## config.mk

```make
export PLATFORM = sky130hd
export DESIGN_NAME = dac_upsampler
export DESIGN_NICKNAME = d
export VERILOG_FILES = /design/src/rtl/hsmc_pkg.sv /design/src/rtl/dac_upsampler_sample_fifo.sv /design/src/rtl/dac_upsampler.sv
export SDC_FILE = /design/constraint.sdc
export NUM_CORES = 1
export LEC_CHECK = 0
export ABC_AREA = 0
export CAP_MARGIN = 20
export CORE_MARGIN = 2
export CORE_UTILIZATION = 55
export DETAILED_ROUTE_END_ITERATION = 8
export PLACE_DENSITY_LB_ADDON = 0.3
export SLEW_MARGIN = 10
export SYNTH_ARGS = -nofsm -noshare
export SYNTH_HDL_FRONTEND = slang
export SYNTH_SLANG_ARGS = --single-unit
```

## constraint.sdc

```tcl
create_clock -name CLOCK_IN -period 6.7 [get_ports CLOCK_IN]
set_input_delay 1.005 -clock CLOCK_IN [delete_from_list [all_inputs] [get_ports CLOCK_IN]]
set_output_delay 1.005 -clock CLOCK_IN [all_outputs]
set_load 0.01 [all_outputs]
```

## src/rtl/hsmc_pkg.sv

```systemverilog
// hsmc_pkg: constants and types shared by the HSMC DAC/ADC rate converters
// (dac_upsampler, DOWNSAMPLER).
//   SAMPLE_W   - converter sample width (unsigned offset binary)
//   MID_SCALE  - offset-binary zero, used as the idle/reset DAC code
//   DEF_WINDOW - fast-clock cycles per slow-rate sample (65 MHz / 200 kHz)
//   DEF_RECIP  - round(2^16 / DEF_WINDOW), Q0.16 ramp step scale
//   state_e    - output sequencer states
package hsmc_pkg;
  localparam int                  SAMPLE_W   = 14;
  localparam logic [SAMPLE_W-1:0] MID_SCALE  = 14'd8192;
  localparam int                  DEF_WINDOW = 325;
  localparam int                  DEF_RECIP  = 202;

  typedef enum logic [1:0] {
    IDLE,
    PRIME,
    RUN
  } state_e;

  // Accumulator (Q14.16 in a signed 31-bit word) to DAC code. A positive
  // 31-bit value cannot exceed 2^30-1, so bits [29:16] already saturate at
  // 16383; only the negative side needs an explicit clamp.
  function automatic logic [SAMPLE_W-1:0] acc_to_sample(input logic signed [30:0] acc);
    return acc[30] ? '0 : acc[29:16];
  endfunction
endpackage

```

## src/rtl/dac_upsampler_sample_fifo.sv

```systemverilog
// sample_fifo: small synchronous FIFO for slow-rate samples.
//   clk_i, rst_i  - clock, synchronous active-high reset (empties the FIFO)
//   push_i, din_i - write request/data; ignored while full
//   pop_i         - read request; ignored while empty
//   dout_o        - head entry (storage register, valid while !empty_o)
//   full_o        - registered full flag
//   empty_o       - registered empty flag
// DEPTH must be a power of two (pointers wrap naturally).
module sample_fifo #(
  parameter int DEPTH = 4,
  parameter int W     = 14
) (
  input  logic         clk_i,
  input  logic         rst_i,
  input  logic         push_i,
  input  logic [W-1:0] din_i,
  input  logic         pop_i,
  output logic [W-1:0] dout_o,
  output logic         full_o,
  output logic         empty_o
);
  localparam int            AW       = $clog2(DEPTH);
  localparam logic [AW:0]   FULL_CNT = (AW+1)'(DEPTH);

  logic [DEPTH-1:0][W-1:0] mem_q;
  logic [AW-1:0]           wr_q, rd_q;
  logic [AW:0]             cnt_q, cnt_d;
  logic                    full_q, empty_q;
  logic                    do_push, do_pop;

  // Push qualifies on the pre-pop full flag: a pop in the same cycle as a
  // full-FIFO push frees a slot but does not accept the push.
  assign do_push = push_i && !full_q;
  assign do_pop  = pop_i && !empty_q;

  always_comb begin
    cnt_d = cnt_q;
    if (do_push && !do_pop)      cnt_d = cnt_q + 1'b1;
    else if (do_pop && !do_push) cnt_d = cnt_q - 1'b1;
  end

  always_ff @(posedge clk_i) begin
    if (rst_i) begin
      wr_q    <= '0;
      rd_q    <= '0;
      cnt_q   <= '0;
      full_q  <= 1'b0;
      empty_q <= 1'b1;
    end else begin
      if (do_push) begin
        mem_q[wr_q] <= din_i;
        wr_q        <= wr_q + 1'b1;
      end
      if (do_pop) rd_q <= rd_q + 1'b1;
      cnt_q   <= cnt_d;
      full_q  <= (cnt_d == FULL_CNT);
      empty_q <= (cnt_d == '0);
    end
  end

  assign dout_o  = mem_q[rd_q];
  assign full_o  = full_q;
  assign empty_o = empty_q;
endmodule

```

## src/rtl/dac_upsampler.sv

```systemverilog
// dac_upsampler: slow-rate sample stream to one DAC code per CLOCK_IN cycle.
// Each input sample spans WINDOW output cycles, held (default) or linearly
// ramped toward the following sample when LINEAR_INTERP_EN is defined.
//   CLOCK_IN   - single clock, posedge
//   RESET      - synchronous active-high reset
//   DATA_IN    - 14-bit offset-binary sample, DATA_VALID/DATA_READY handshake
//   DATA_READY - !full of the input FIFO (registered flag)
//   ENABLE     - run output sequencing; low returns to IDLE, FIFO kept
//   DATA_OUT   - registered DAC code, mid-scale after reset
//   TRIGGER    - registered, high on the first output cycle of each window
//   UNDERRUN   - sticky, FIFO was empty at a window boundary
// Build option: LINEAR_INTERP_EN (two-sample lookahead + accumulator ramp).
module dac_upsampler
  import hsmc_pkg::*;
#(
  parameter int WINDOW = DEF_WINDOW,
  parameter int DEPTH  = 4,
  parameter int RECIP  = DEF_RECIP
) (
  input  logic                CLOCK_IN,
  input  logic                RESET,
  input  logic [SAMPLE_W-1:0] DATA_IN,
  input  logic                DATA_VALID,
  output logic                DATA_READY,
  input  logic                ENABLE,
  output logic [SAMPLE_W-1:0] DATA_OUT,
  output logic                TRIGGER,
  output logic                UNDERRUN
);
  localparam int            PW      = $clog2(WINDOW);
  localparam logic [PW-1:0] LAST_PH = PW'(WINDOW - 1);

  state_e              state_q, state_d;
  logic [PW-1:0]       phase_q, phase_d;
  logic [SAMPLE_W-1:0] cur_q, cur_d;
  logic [SAMPLE_W-1:0] dout_q, dout_d;
  logic                trig_q, trig_d;
  logic                unr_q, unr_d;

  logic                fifo_full, fifo_empty, fifo_pop;
  logic [SAMPLE_W-1:0] fifo_head;

  sample_fifo #(
    .DEPTH (DEPTH),
    .W     (SAMPLE_W)
  ) u_fifo (
    .clk_i   (CLOCK_IN),
    .rst_i   (RESET),
    .push_i  (DATA_VALID),
    .din_i   (DATA_IN),
    .pop_i   (fifo_pop),
    .dout_o  (fifo_head),
    .full_o  (fifo_full),
    .empty_o (fifo_empty)
  );

  assign DATA_READY = !fifo_full;

`ifdef LINEAR_INTERP_EN
  localparam logic signed [22:0] RECIP_S = 23'(RECIP);

  logic [SAMPLE_W-1:0] nxt_q, nxt_d;
  logic                have_cur_q, have_cur_d;
  logic signed [30:0]  acc_q, acc_d;
  logic signed [14:0]  delta;
  logic signed [22:0]  step;

  assign delta = $signed({1'b0, nxt_q}) - $signed({1'b0, cur_q});
  // Per-cycle increment: delta / WINDOW in Q.16; truncated, not rounded.
  assign step  = 23'(delta) * RECIP_S;
`endif

  always_comb begin
    state_d  = state_q;
    phase_d  = phase_q;
    cur_d    = cur_q;
    dout_d   = dout_q;
    trig_d   = 1'b0;
    unr_d    = unr_q;
    fifo_pop = 1'b0;
`ifdef LINEAR_INTERP_EN
    nxt_d      = nxt_q;
    have_cur_d = have_cur_q;
    acc_d      = acc_q;
`endif

    if (!ENABLE) begin
      // Output frozen, phase parked; next enable re-primes from the FIFO.
      state_d = IDLE;
      phase_d = '0;
`ifdef LINEAR_INTERP_EN
      have_cur_d = 1'b0;
`endif
    end else begin
      case (state_q)
        IDLE: begin
          state_d = PRIME;
          phase_d = '0;
`ifdef LINEAR_INTERP_EN
          have_cur_d = 1'b0;
`endif
        end

        PRIME: begin
          if (!fifo_empty) begin
            fifo_pop = 1'b1;
`ifdef LINEAR_INTERP_EN
            if (!have_cur_q) begin
              cur_d      = fifo_head;
              have_cur_d = 1'b1;
            end else begin
              nxt_d   = fifo_head;
              state_d = RUN;
              phase_d = '0;
            end
`else
            cur_d   = fifo_head;
            state_d = RUN;
            phase_d = '0;
`endif
          end
        end

        RUN: begin
          trig_d  = (phase_q == '0);
          phase_d = (phase_q == LAST_PH) ? '0 : phase_q + 1'b1;
`ifdef LINEAR_INTERP_EN
          acc_d  = (phase_q == '0) ? $signed({1'b0, cur_q, 16'd0})
                                   : acc_q + 31'(step);
          dout_d = acc_to_sample(acc_d);
`else
          dout_d = cur_q;
`endif
          if (phase_q == LAST_PH) begin
            if (!fifo_empty) begin
              fifo_pop = 1'b1;
`ifdef LINEAR_INTERP_EN
              cur_d = nxt_q;
              nxt_d = fifo_head;
`else
              cur_d = fifo_head;
`endif
            end else begin
              unr_d = 1'b1;
`ifdef LINEAR_INTERP_EN
              // nxt kept equal to the new cur: flat segment until data returns.
              cur_d = nxt_q;
`endif
            end
          end
        end

        default: state_d = IDLE;
      endcase
    end
  end

  always_ff @(posedge CLOCK_IN) begin
    if (RESET) begin
      state_q <= IDLE;
      phase_q <= '0;
      cur_q   <= MID_SCALE;
      dout_q  <= MID_SCALE;
      trig_q  <= 1'b0;
      unr_q   <= 1'b0;
`ifdef LINEAR_INTERP_EN
      nxt_q      <= MID_SCALE;
      have_cur_q <= 1'b0;
      acc_q      <= '0;
`endif
    end else begin
      state_q <= state_d;
      phase_q <= phase_d;
      cur_q   <= cur_d;
      dout_q  <= dout_d;
      trig_q  <= trig_d;
      unr_q   <= unr_d;
`ifdef LINEAR_INTERP_EN
      nxt_q      <= nxt_d;
      have_cur_q <= have_cur_d;
      acc_q      <= acc_d;
`endif
    end
  end

  assign DATA_OUT = dout_q;
  assign TRIGGER  = trig_q;
  assign UNDERRUN = unr_q;
endmodule

```

==> run_results.csv <==
group,metric,value,unit
synthesis,synth-seq-cells,106,
sta,max_slew.worst_pin.slew,940,ps
synthesis,syn_nets,367,
die,start_util,57.6,%
pwr,power_density,235,nW/um2
die,std_cell_rows,31,
pwr,p_leak,0.00163,uW
routing,drc,0,
synthesis,synth_compound_area_share,5.78,%
sta,setup_viol_count_final,0,
place,dpl.hpwl,4.49,mm
layout,fin_cells,476,
synthesis,netlist_area,4220,um2
clock_tree,clock_sinks,106,
clock_tree,cts_hold_buf,0,
worst_setup_path,cp.arrival,2710,ps
clock_tree,cts_max_level,3,
synthesis,ys_warn_count,0,
global_routing,grt_pass1_wl,11.0,mm
routing,post_drt_wl_per_cell,14.3,um
synthesis,ys_seq_area_share,63.5,%
die,coreArea,7330,um2
global_routing,track_usage,17.0,%
outcome,status,"complete, no violations",
sta,layout_worst_path_cycle_share,39.1,%
worst_setup_path,slowest_stage,"nor3b_2",
global_routing,grt_pass1_vias,2324,
synthesis,synthMuxAreaShare,7.70,%
clock_tree,post_cts_buffers,0,
synthesis,synthCells,336,
layout,layout.nets,403,
clock_tree,clk_latency,370,ps
sta,clock-skew-final,16.5,ps
place,placed_cells,455,
worst_setup_path,timing.critical_path.required,6790,ps
synthesis,synth_top_family_by_area,"simple AND/OR/NAND/NOR gates",
clock_tree,root_buffer,"clkbuf_8",
sta,fin_ws,4080,ps
pwr,peakVddDrop,0.000148,V
synthesis,synth.top_cells.by_area,"edfxtp_1, dfxtp_1, mux4_2",
sta,finalSetupTns,0,ps
worst_setup_path,reg2regPathDepth,8,
global_routing,grt-ovfl-total,0,
sta,fmax,382,MHz
worst_setup_path,path_class,"input pin to register",
place,preCtsSetupSlack,3420,ps
sta,rsz0062_at_grt,"no",
layout,post-route-util,66.9,%
run,drv_cap,0,
worst_setup_path,slowest_delay,570,ps
hold_path,hold_depth,2,
layout,diodes,0,
global_routing,antenna_found_initial,0,
die,ios,35,
synthesis,synth-simple-area-share,13.6,%
clock_tree,cts_max_path_buffers,2,
synthesis,avgSynthCellArea,12.6,um2
sta,slew_violations,0,
die,die_h,91.6,um
hold_path,hp-class,"register to register",
synthesis,yosysTopAreaCellShare,39.8,%
routing,vias_per_cell,5.24,
routing,first_pass_iters,4,
clock_tree,post_cts_resized,0,
synthesis,synthAdderAreaFrac,3.85,%
layout,layout-drive-gt1-share,13.3,%
worst_setup_path,crit_fanout,11,
worst_setup_path,path_cells,"clkdlybuf4s50_1 -> or2b_2 -> nor3b_2 -> buf_6",
clock_tree,clk_pin_slew,100,ps
synthesis,ys_types,40,
sta,period_needed,2620,ps
synthesis,synthXorXnorAreaFrac,2.90,%
global_routing,grt_max_degree,45,
routing,num_vias,2494,
clock_tree,cts_tree,"yes",
synthesis,synth_top_area_cell,"edfxtp_1",
layout,final_cell_mix,"nand2_1, edfxtp_1, dfxtp_1",
worst_setup_path,startpoint_type,"input pin",
routing,drt_iter0_markers,73,
die,die_area,8400,um2
sta,relSlewSlack,37.3,%
place,gp_congestion,0.800,
layout,area_growth,16.1,%
place,io_buffer_count,34,
clock_tree,numCtsBuffers,9,
layout,final_common_cell,"nand2_1",
worst_setup_path,crit_path_end_kind,"register",
sta,hold_viol_final,0,
routing,postRouteAntennaNets,0,
die,dieWidth,91.6,um
routing,route.final.wire_length,6.79,mm
[worst max-delay path: cells and delay by family]
family	cells	cell delay [ps]
buf+inv	2	710
simple gates	2	990
[logic make-up after synthesis]
kind of cell | count (synthesis)
AND/OR/NAND/NOR | 122
XOR/XNOR | 14
buffers and inverters | 24
flip-flops | 106
multiplexers | 15
AO/OA/AOI/OAI | 42
adder cells (fa/ha/maj) | 13
[report_power, final]
group,internal [uW],leakage (uW),switching [uW]
combinational,31.4,0.000614,36.2
sequential,698,0.000913,7.94
clock,147,0.000101,233
total,877,0.00163,277
[area by class of cell]
| type | count | area (um2) |
|---|---|---|
| flip-flops and latches | 106 | 2680 |
| fillers | 565 | 2430 |
| multi-input cells | 206 | 1450 |
| repair buffers | 40 | 417 |
| clock buffers | 9 | 124 |
| well taps | 99 | 124 |
| clock inverters | 7 | 73.8 |
| inverters | 9 | 33.8 |
[per-layer routing]
metal	GRT usage (%)	wire length [um]
met1	21.7	3140
met5	0	0
met2	27.6	3300
met4	5.30	60
met3	5.75	286
[through the flow]
step                      instance area (um2)  hold slack, ps  total power [uW]
final                                    4900             453              1150
after floorplan                          4220             432               761
after global routing                     4900             478              1200
after detailed placement                 4640             444               787
after CTS                                4830             458              1160
after global placement                   4640             444               784
[registers in the layout, summed over array words and instances, names as in the netlist, 2 cells and up]
register	cells
state_q	2
u_fifo.rd_q	2
phase_q	9
u_fifo.wr_q	2
cur_q	14
u_fifo.cnt_q	3
u_fifo.mem_q	56
DATA_OUT	14
[cell usage after synthesis, drive strengths merged]
library cell   n
a31oi          1
ha            13
o21ai          2
o211ai         1
xor2           8
nor3b          5
a211oi         2
nor2b          1
nand3b         3
inv            9
a21o           2
xnor2          6
and4           1
nor4           1
buf            4
o31ai          1
and3           6
nand3          5
nand2b         1
a21oi         33
dfxtp         50
edfxtp        56
nand4          2
and2           1
nor3           2
and3b          1
nor2          21
mux2i          1
or2b           1
mux4          14
nand2         70
clkbuf        11
or4            1
[path summary, 6_finish.rpt]
path | startpoint | slack [ps] | to
max reg2reg | state_q[0] | 4580 | u_fifo.empty_o
min | cur_q[9] | 450 | DATA_OUT[9]
min reg2reg | cur_q[9] | 450 | DATA_OUT[9]
max | DATA_VALID | 4080 | u_fifo.mem_q[8]
Note: power is estimated with default switching activity, not from simulation.
